===== config.mk =====
export PLATFORM = sky130hd
export DESIGN_NAME = uart_cmd_assembler
export DESIGN_NICKNAME = d
export VERILOG_FILES = /design/src/rtl/uart_cmd_pkg.sv /design/src/rtl/inter_byte_timer.sv /design/src/rtl/uart_cmd_assembler.sv
export SDC_FILE = /design/constraint.sdc
export NUM_CORES = 1
export LEC_CHECK = 0
export CAP_MARGIN = 25
export CORE_MARGIN = 2
export CORE_UTILIZATION = 25
export CTS_CLUSTER_SIZE = 25
export DETAILED_ROUTE_END_ITERATION = 6
export PLACE_DENSITY = 0.54
export SETUP_SLACK_MARGIN = 0.4
export SLEW_MARGIN = 20
export SYNTH_ARGS = -nofsm -noshare
export SYNTH_HDL_FRONTEND = slang
export SYNTH_SLANG_ARGS = --single-unit

===== constraint.sdc =====
create_clock -name clk -period 2.4 [get_ports clk]
set_input_delay 0.36 -clock clk [delete_from_list [all_inputs] [get_ports clk]]
set_output_delay 0.36 -clock clk [all_outputs]
set_load 0.005 [all_outputs]

===== src/rtl/uart_cmd_pkg.sv =====
// Shared types and constants for the UART command assembler.
// Used by the top-level FSM and the inter-byte timer.
package uart_cmd_pkg;

    typedef enum logic {
        WAIT_HI = 1'b0,
        WAIT_LO = 1'b1
    } asm_state_t;

    localparam int DEFAULT_TIMEOUT_CYCLES = 100_000;
    localparam int CMD_W                  = 16;
    localparam int BYTE_W                 = 8;

    // A single-cycle timeout would give a zero-width counter, so clamp to one bit.
    function automatic int timer_width(input int cycles);
        return (cycles > 1) ? $clog2(cycles) : 1;
    endfunction

endpackage


===== src/rtl/inter_byte_timer.sv =====
// Saturating up-counter measuring the gap between the high and low byte.
// It holds at its terminal count so a stalled link can never wrap it back to zero.
module inter_byte_timer
    import uart_cmd_pkg::*;
#(
    parameter int TIMEOUT_CYCLES = DEFAULT_TIMEOUT_CYCLES
) (
    input  logic clk,
    input  logic rst_n,
    input  logic clr,
    input  logic en,
    output logic expired
);

    localparam int             W        = timer_width(TIMEOUT_CYCLES);
    localparam logic [W-1:0]   TERMINAL = W'(TIMEOUT_CYCLES - 1);

    logic [W-1:0] count_q, count_d;

    always_comb begin
        count_d = count_q;
        if (clr) begin
            count_d = '0;
        end else if (en && (count_q != TERMINAL)) begin
            count_d = count_q + W'(1);
        end
    end

    always_ff @(posedge clk or negedge rst_n) begin
        if (!rst_n) begin
            count_q <= '0;
        end else begin
            count_q <= count_d;
        end
    end

    assign expired = (count_q == TERMINAL);

endmodule


===== src/rtl/uart_cmd_assembler.sv =====
// Pairs received UART bytes, high byte first, into 16-bit commands.
// An inter-byte timeout drops a lone high byte so framing recovers after a lost byte.
module uart_cmd_assembler
    import uart_cmd_pkg::*;
#(
    parameter int TIMEOUT_CYCLES = DEFAULT_TIMEOUT_CYCLES
) (
    input  logic              clk,
    input  logic              rst_n,
    input  logic [BYTE_W-1:0] rx_data,
    input  logic              rx_rdy,
    output logic              clr_rx_rdy,
    output logic [CMD_W-1:0]  cmd,
    output logic              cmd_rdy,
    input  logic              clr_cmd_rdy,
    output logic              overrun,
    output logic              timeout
);

    asm_state_t          state_q, state_d;
    logic [BYTE_W-1:0]   hi_q, hi_d;
    logic [CMD_W-1:0]    cmd_q, cmd_d;
    logic                cmd_rdy_q, cmd_rdy_d;
    logic                overrun_q, overrun_d;
    logic                timer_clr;
    logic                timer_expired;
    logic                complete;

    inter_byte_timer #(
        .TIMEOUT_CYCLES(TIMEOUT_CYCLES)
    ) u_timer (
        .clk    (clk),
        .rst_n  (rst_n),
        .clr    (timer_clr),
        .en     (state_q == WAIT_LO),
        .expired(timer_expired)
    );

    always_comb begin
        state_d    = state_q;
        hi_d       = hi_q;
        clr_rx_rdy = 1'b0;
        timeout    = 1'b0;
        timer_clr  = 1'b0;
        complete   = 1'b0;
        case (state_q)
            WAIT_HI: begin
                if (rx_rdy) begin
                    hi_d       = rx_data;
                    clr_rx_rdy = 1'b1;
                    timer_clr  = 1'b1;
                    state_d    = WAIT_LO;
                end
            end
            WAIT_LO: begin
                // A byte arriving in the expiry cycle still completes the command.
                if (rx_rdy) begin
                    clr_rx_rdy = 1'b1;
                    complete   = 1'b1;
                    state_d    = WAIT_HI;
                end else if (timer_expired) begin
                    timeout    = 1'b1;
                    hi_d       = '0;
                    state_d    = WAIT_HI;
                end
            end
            default: state_d = WAIT_HI;
        endcase
    end

    // Completion sets cmd_rdy even when acknowledged in the same cycle.
    always_comb begin
        cmd_d     = complete ? {hi_q, rx_data} : cmd_q;
        cmd_rdy_d = complete | (cmd_rdy_q & ~clr_cmd_rdy);
        overrun_d = ~clr_cmd_rdy & (overrun_q | (complete & cmd_rdy_q));
    end

    always_ff @(posedge clk or negedge rst_n) begin
        if (!rst_n) begin
            state_q   <= WAIT_HI;
            hi_q      <= '0;
            cmd_q     <= '0;
            cmd_rdy_q <= 1'b0;
            overrun_q <= 1'b0;
        end else begin
            state_q   <= state_d;
            hi_q      <= hi_d;
            cmd_q     <= cmd_d;
            cmd_rdy_q <= cmd_rdy_d;
            overrun_q <= overrun_d;
        end
    end

    assign cmd     = cmd_q;
    assign cmd_rdy = cmd_rdy_q;
    assign overrun = overrun_q;

endmodule

==> impl_results.md, run 1 <==
* Status: complete, no violations
* Total power at 0.00215 W
* Buffers & Inverters on Critical Path at 2
* Crit path required time at ~2600 ps
* Kind of critical path: reg -> reg
* Final period utilization at 0.944
* Global-route met1 utilization at 0.156
* Relative slew slack at 0.662
* Final Cell Area at 2890 µm²
* Cells after DPL at 322
* DR vias at around 1700
* Worst Skew at 6.99 ps
* Core ar. at 8220 µm²
* Final GP Congestion at 0.838
* Post-synth EDFFs at 0
* I/O Buffers at 31
* Antenna-violating nets left at 0
* Final Instance Count excl. Fillers at 340
* Slew Viols, Final at 0
* FMAX at 442 MHz
* CTS tree: done
* Initial DRT Pass Iterations at 4
* MaxCap Viol Count at 0
* CTS Hold Bufs at 0
* GRT overflow at 0
* DRC errors left at 0
* Vias in the first global route at 1675
* Startpoint Class: register
* Worst path top cell family by delay: simple AND/OR/NAND/NOR gates
* PD cells at ~740 nW/µm²
* H-tree depth at 2
* Post-synth top cells: dfrtp_1, mux2_2, nand2_1
* Diodes inserted at 0
* Fin crit period at ~2300 ps
* Most common flop cell mapped by yosys: dfrtp_1
* Insertion delay to the later sink of the worst-skew pair at 290 ps
* IO Count at 32
* Final setup vio count at 0
* Ranking of synthesized cells by area: dfrtp_1, mux2_2, a22o_1
* Clock root cell: clkbuf_8
* FILL cells at 815
* Final wirelength at just over 5000 µm
* Initial antenna violation count at 0
* YS warnings at 0
* Total CTS buffers at 5
* Worst path slowest cell: or4b_4
* Seq/Total Area, Yosys at 0.522
* Mapped Avg Cell Area at 11.9 µm²
* Cell Area, Placed at about 2600 µm²
* P_leak at 1.19 nW
* CP Cell Sequence: or4b_4 -> buf_4 -> buf_6 -> o41a_1 -> and3_1 -> a211o_1
* Initial Util at 0.257
* Post-synth ARST share at 1.00
* Worst-path fanout max at 5
* GR Util met3 at 0.0360
* Unrepaired setup endpoints after global routing: yes
* Via/cell ratio at 4.89
* Clock-pin slew on the worst setup and hold paths at 90 ps
* Slew @ Worst Pin at 507 ps
* Yosys cell types at between 40 and 50
* Die Wd at 95.9 µm
* Post-synthesis register bit count at 44
* Post-Synthesis Net Count at 191
* Row count at 33
* Share of layout cells above drive strength 1 at 0.345
* Clock Path Buffers at 2
* Synth Cell Area at 2110 µm²
* Crit path from: u_timer.count_q[8]
* Most frequent cell after synthesis: dfrtp_1
* Grt met2 use at 0.188
* Area of the die at between 9000 and 10000 µm²
* Layout Area Growth over Synthesis at 37.0%
* Nets at between 200 and 250
* CP endpoint kind: register
* Max incr delay on CP at 550 ps
* Final Hold Viols at 0
* Synth Instances at 178
* Die height at 95.9 µm
* Worst vdd ir at approximately 450 µV
* FF-to-FF Start: u_timer.count_q[8]
* DP HPWL at 3490 µm
* Busiest grt layer: met2
* HP Class: in -> async
* Synth top area share at 0.522
* Largest net degree at the start of global routing at 23
* CP arrival at 2440 ps
* First-pass GRT wire length at about 8300 µm
* GRT Resource Usage Total at 0.118
* Clock Sinks at 44
* Largest area contributor in the netlist: dfrtp_1
* Initial detailed-routing violation count at 33
* Average routed wire per standard cell at 14.8 µm
[logic make-up (layout without fill, tap and decap cells)]
logic type,after synthesis,count (layout),share of synthesized area
AOI/OAI and AO/OA,36,36,0.136
xor gates and xnor gates,3,3,0.0125
adders and majority gates,1,1,0.00593
buffers and inverters,11,68,0.0338
DFF,44,44,0.522
muxes,25,25,0.133
and+or+nand+nor,58,58,0.157
[worst register-to-register path, stage by stage, from the launching register on]
cell and delay (ps):
dfrtp_1 390, or4b_4 550, buf_4 150, buf_6 110
o41a_1 510, and3_1 230, a211o_1 220
[sequential cells by signal (all words and copies together), names as in the netlist]
signal / cells
state_q: 1
hi_q: 8
cmd: 16
u_timer.count_q: 17
cmd_rdy: 1
overrun: 1
[layout by cell type, fill, tap and decap left out, types with 4 or more instances in the layout]
master / instances
a22o_1: 8
buf_4: 21
buf_6: 7
clkbuf_8: 6
clkdlybuf4s50_1: 29
dfrtp_1: 43
mux2_2: 24
nand2_1: 11
nand3_1: 7
nand4_1: 6
nor2_1: 4
o21ai_0: 7
[through the flow]
step	hold slack [ps]	setup slack (ps)	setup TNS, ps	util
after floorplan	64.4	353	0	-
after global placement	353	-45.5	-45.5	0.319
after detailed placement	361	-70.3	-70.3	0.319
after CTS	30.0	116	0	0.339
after global routing	39.5	17.4	0	0.352
final	24.0	135	0	0.352
[final cells by class]
cell class	instances	area, µm²	share of cell area
clock buffers	7	86.3	0.0298
clock inverters	1	7.51	0.00260
inverters	1	3.75	0.00130
multi-input cells	123	1020	0.354
flip-flops and latches	44	1100	0.381
well taps	105	131	0.0454
repair buffers	59	537	0.186
[path summary, 6_finish.rpt]
path                                      end  slack (ps)  cells after the start
max reg2reg                u_timer.count_q[9]         140                      6
max                        u_timer.count_q[9]         140                      6
min reg2reg                           overrun         510                      2
min in group clk                      overrun         510                      2
min                                    cmd[3]          20                      1
max in group asynchronous  u_timer.count_q[0]        1790                      2
[routing by layer]
layer  wire length (µm)  up-vias
met3                223        2
met5                  0        -
met4                 14        0
li1                   -      789
met2               2430       35
met1               2380      836
[where the power goes]
part / leakage, nW / switching (W) / internal [W]
combinational: 0.589 / 0.000233 / 0.000400
clock: 0.0445 / 0.000252 / 0.000234
sequential: 0.557 / 0.000122 / 0.000909
[repair_timing]
item,CTS,global route
endpoints found under the setup margin,17,21
pin swaps,3,10
resized for setup,14,18
setup buffers,6,4
(Power assumes the default switching activity.)
==> inputs of run 2 (changes only) <==
==> constraint.sdc (replaced) <==
create_clock -name clk -period 2.4 [get_ports clk]
set_input_delay 0.36 -clock clk [delete_from_list [all_inputs] [get_ports clk]]
set_output_delay 0.36 -clock clk [all_outputs]
set_load 0.02 [all_outputs]
==> run 2 against run 1 <==
Total power up 5.1%. Largest cell class unchanged. Critical path depth shrank 2. Setup slack got worse by 27 ps. Global-route usage rose by 0.11 points.
==> impl_results.md, run 2 (synthesis results as in run 1) <==
* Status: complete, no violations
* Layout Area Growth over Synthesis at 36.7%
* Crit path required time at 2040 ps (-540 ps)
* Final period utilization at 0.955 (+0.0112)
* Final GP Congestion at 0.855 (+2.1%)
* Total CTS buffers at 5 (unchanged)
* Worst Skew at 7.93 ps (+0.932 ps)
* Area of the die at 9190 µm² (unchanged)
* I/O Buffers at 31 (unchanged)
* Die height at 95.9 µm (unchanged)
* Top reg by flops: u_timer.count_q
* Initial DRT Pass Iterations at 4 (unchanged)
* Most frequent cells in the layout: dfrtp_1, clkdlybuf4s50_1, buf_4
* Worst path top cell family by delay: simple AND/OR/NAND/NOR gates
* Slew @ Worst Pin at 583 ps (+76.7 ps)
* Row count at 33 (unchanged)
* Worst vdd ir at 468 µV (+3.9%)
* H-tree depth at 2 (unchanged)
* Buffers & Inverters on Critical Path at 1 (-1)
* CP Cell Sequence: or4b_4 -> or3_4 -> nor4_4 -> buf_4
* P_leak at 1.22 nW (+2.3%)
* Place WS at -64.4 ps (+5.95 ps)
* Average routed wire per standard cell at 14.1 µm (-4.7%)
* Clock root cell: clkbuf_8
* Relative slew slack at 0.611 (-0.0511)
* Nets at 249 (+0.81%)
* Insertion delay to the later sink of the worst-skew pair at 290 ps (about the same)
* Clock Path Buffers at 2 (unchanged)
* Kind of critical path: reg -> out
* Initial antenna violation count at 0 (unchanged)
* HP Class: in -> async
* Max FFs per register at 17 (unchanged)
* Initial detailed-routing violation count at 49 (+48%)
* Share of layout cells above drive strength 1 at 0.331 (-0.0142)
* FILL cells at 832 (+2.1%)
* Via/cell ratio at 4.83 (-1.1%)
* Final Cell Area at 2890 µm² (-0.26%)
* Final wirelength at 4820 µm (-4.5%)
* Startpoint Class: register
* First-pass GRT wire length at 8300 µm (-0.17%)
* Diodes inserted at 0 (unchanged)
* Vias in the first global route at 1731 (+3.3%)
* CP arrival at 1930 ps (-510 ps)
* Cell Area, Placed at 2660 µm² (+1.5%)
* DR vias at 1648 (-0.84%)
* Clock Sinks at 44 (unchanged)
* GRT overflow at 0 (unchanged)
* DP HPWL at 3380 µm (-3.2%)
* Worst path slowest cell: or4b_4
* FMAX at 436 MHz (-1.2%)
* Initial Util at 0.257 (unchanged)
* Largest net degree at the start of global routing at 27 (+17%)
* Worst-path fanout max at 2 (-3)
* MaxCap Viol Count at 0 (unchanged)
* IO Count at 32 (unchanged)
* Clock-pin slew on the worst setup and hold paths at 80 ps (about the same)
* Final worst setup slack at 108 ps (-27.0 ps)
* GRT Resource Usage Total at 0.119 (+0.00112)
* Slew Viols, Final at 0 (unchanged)
* Fin crit period at 2290 ps (+27.0 ps)
* PD cells at 783 nW/µm² (+5.4%)
* CP endpoint kind: output port
* Final Hold Viols at 0 (unchanged)
* DRC errors left at 0 (unchanged)
* Final setup vio count at 0 (unchanged)
* Die Wd at 95.9 µm (unchanged)
* Commonest non-fill, non-tap cell in the layout: dfrtp_1
* Max incr delay on CP at 540 ps (about the same)
* Unrepaired setup endpoints after global routing: yes
* Antenna-violating nets left at 0 (unchanged)
* CTS tree: done
* Core ar. at 8220 µm² (unchanged)
[run 2: repair_timing]
item | in CTS | in global routing
pin swaps | 5 | 5
endpoints found under the setup margin | 20 | 20
buffers inserted | 9 | 1
endpoints found under the hold margin | 0 | 0
hold buffers | 0 | 0
gates resized for setup | 15 | 9
[run 2: per-layer routing]
metal  global-route usage  part of all wire
met1                0.152              0.46
met2                0.190              0.47
met3               0.0399             0.061
met4               0.0357             0.011
met5                    0                 0
[run 2: layout make-up]
type | count | area (µm²) | area share
multi-input cells | 123 | 1010 | 0.350
flip-flops and latches | 44 | 1100 | 0.382
well taps | 105 | 131 | 0.0455
clock buffers | 5 | 68.8 | 0.0239
inverters | 1 | 3.75 | 0.00130
clock inverters | 2 | 12.5 | 0.00434
repair buffers | 61 | 558 | 0.193
[run 2: power breakdown]
| part | internal (W) | switching, W | total (W) |
|---|---|---|---|
| sequential | 0.000908 | 0.000120 | 0.00103 |
| combinational | 0.000431 | 0.000362 | 0.000793 |
| clock | 0.000197 | 0.000241 | 0.000439 |
[run 2: final timing paths]
kind                                            to  cells after the start  slack [ps]          startpoint
worst max-delay path                       timeout                      4         110  u_timer.count_q[5]
worst min-delay path                        cmd[2]                      1          60               rst_n
worst max register to register             hi_q[1]                      7         240  u_timer.count_q[5]
worst min register to register             overrun                      2         500             overrun
max in group asynchronous       u_timer.count_q[2]                      2        1760               rst_n
min in group clk                           overrun                      2         500             overrun
[run 2: stage by stage]
stage               hold slack (ps)  power, W  instances   util  setup TNS (ps)
finish                         60.6   0.00226        341  0.351               0
global route                   90.8   0.00240        341  0.351               0
CTS                            78.6   0.00228        340  0.346               0
detailed placement              403   0.00176        324  0.324           -64.4
global placement                400   0.00176        324  0.324           -39.7
floorplan                      64.4   0.00143        178      -               0
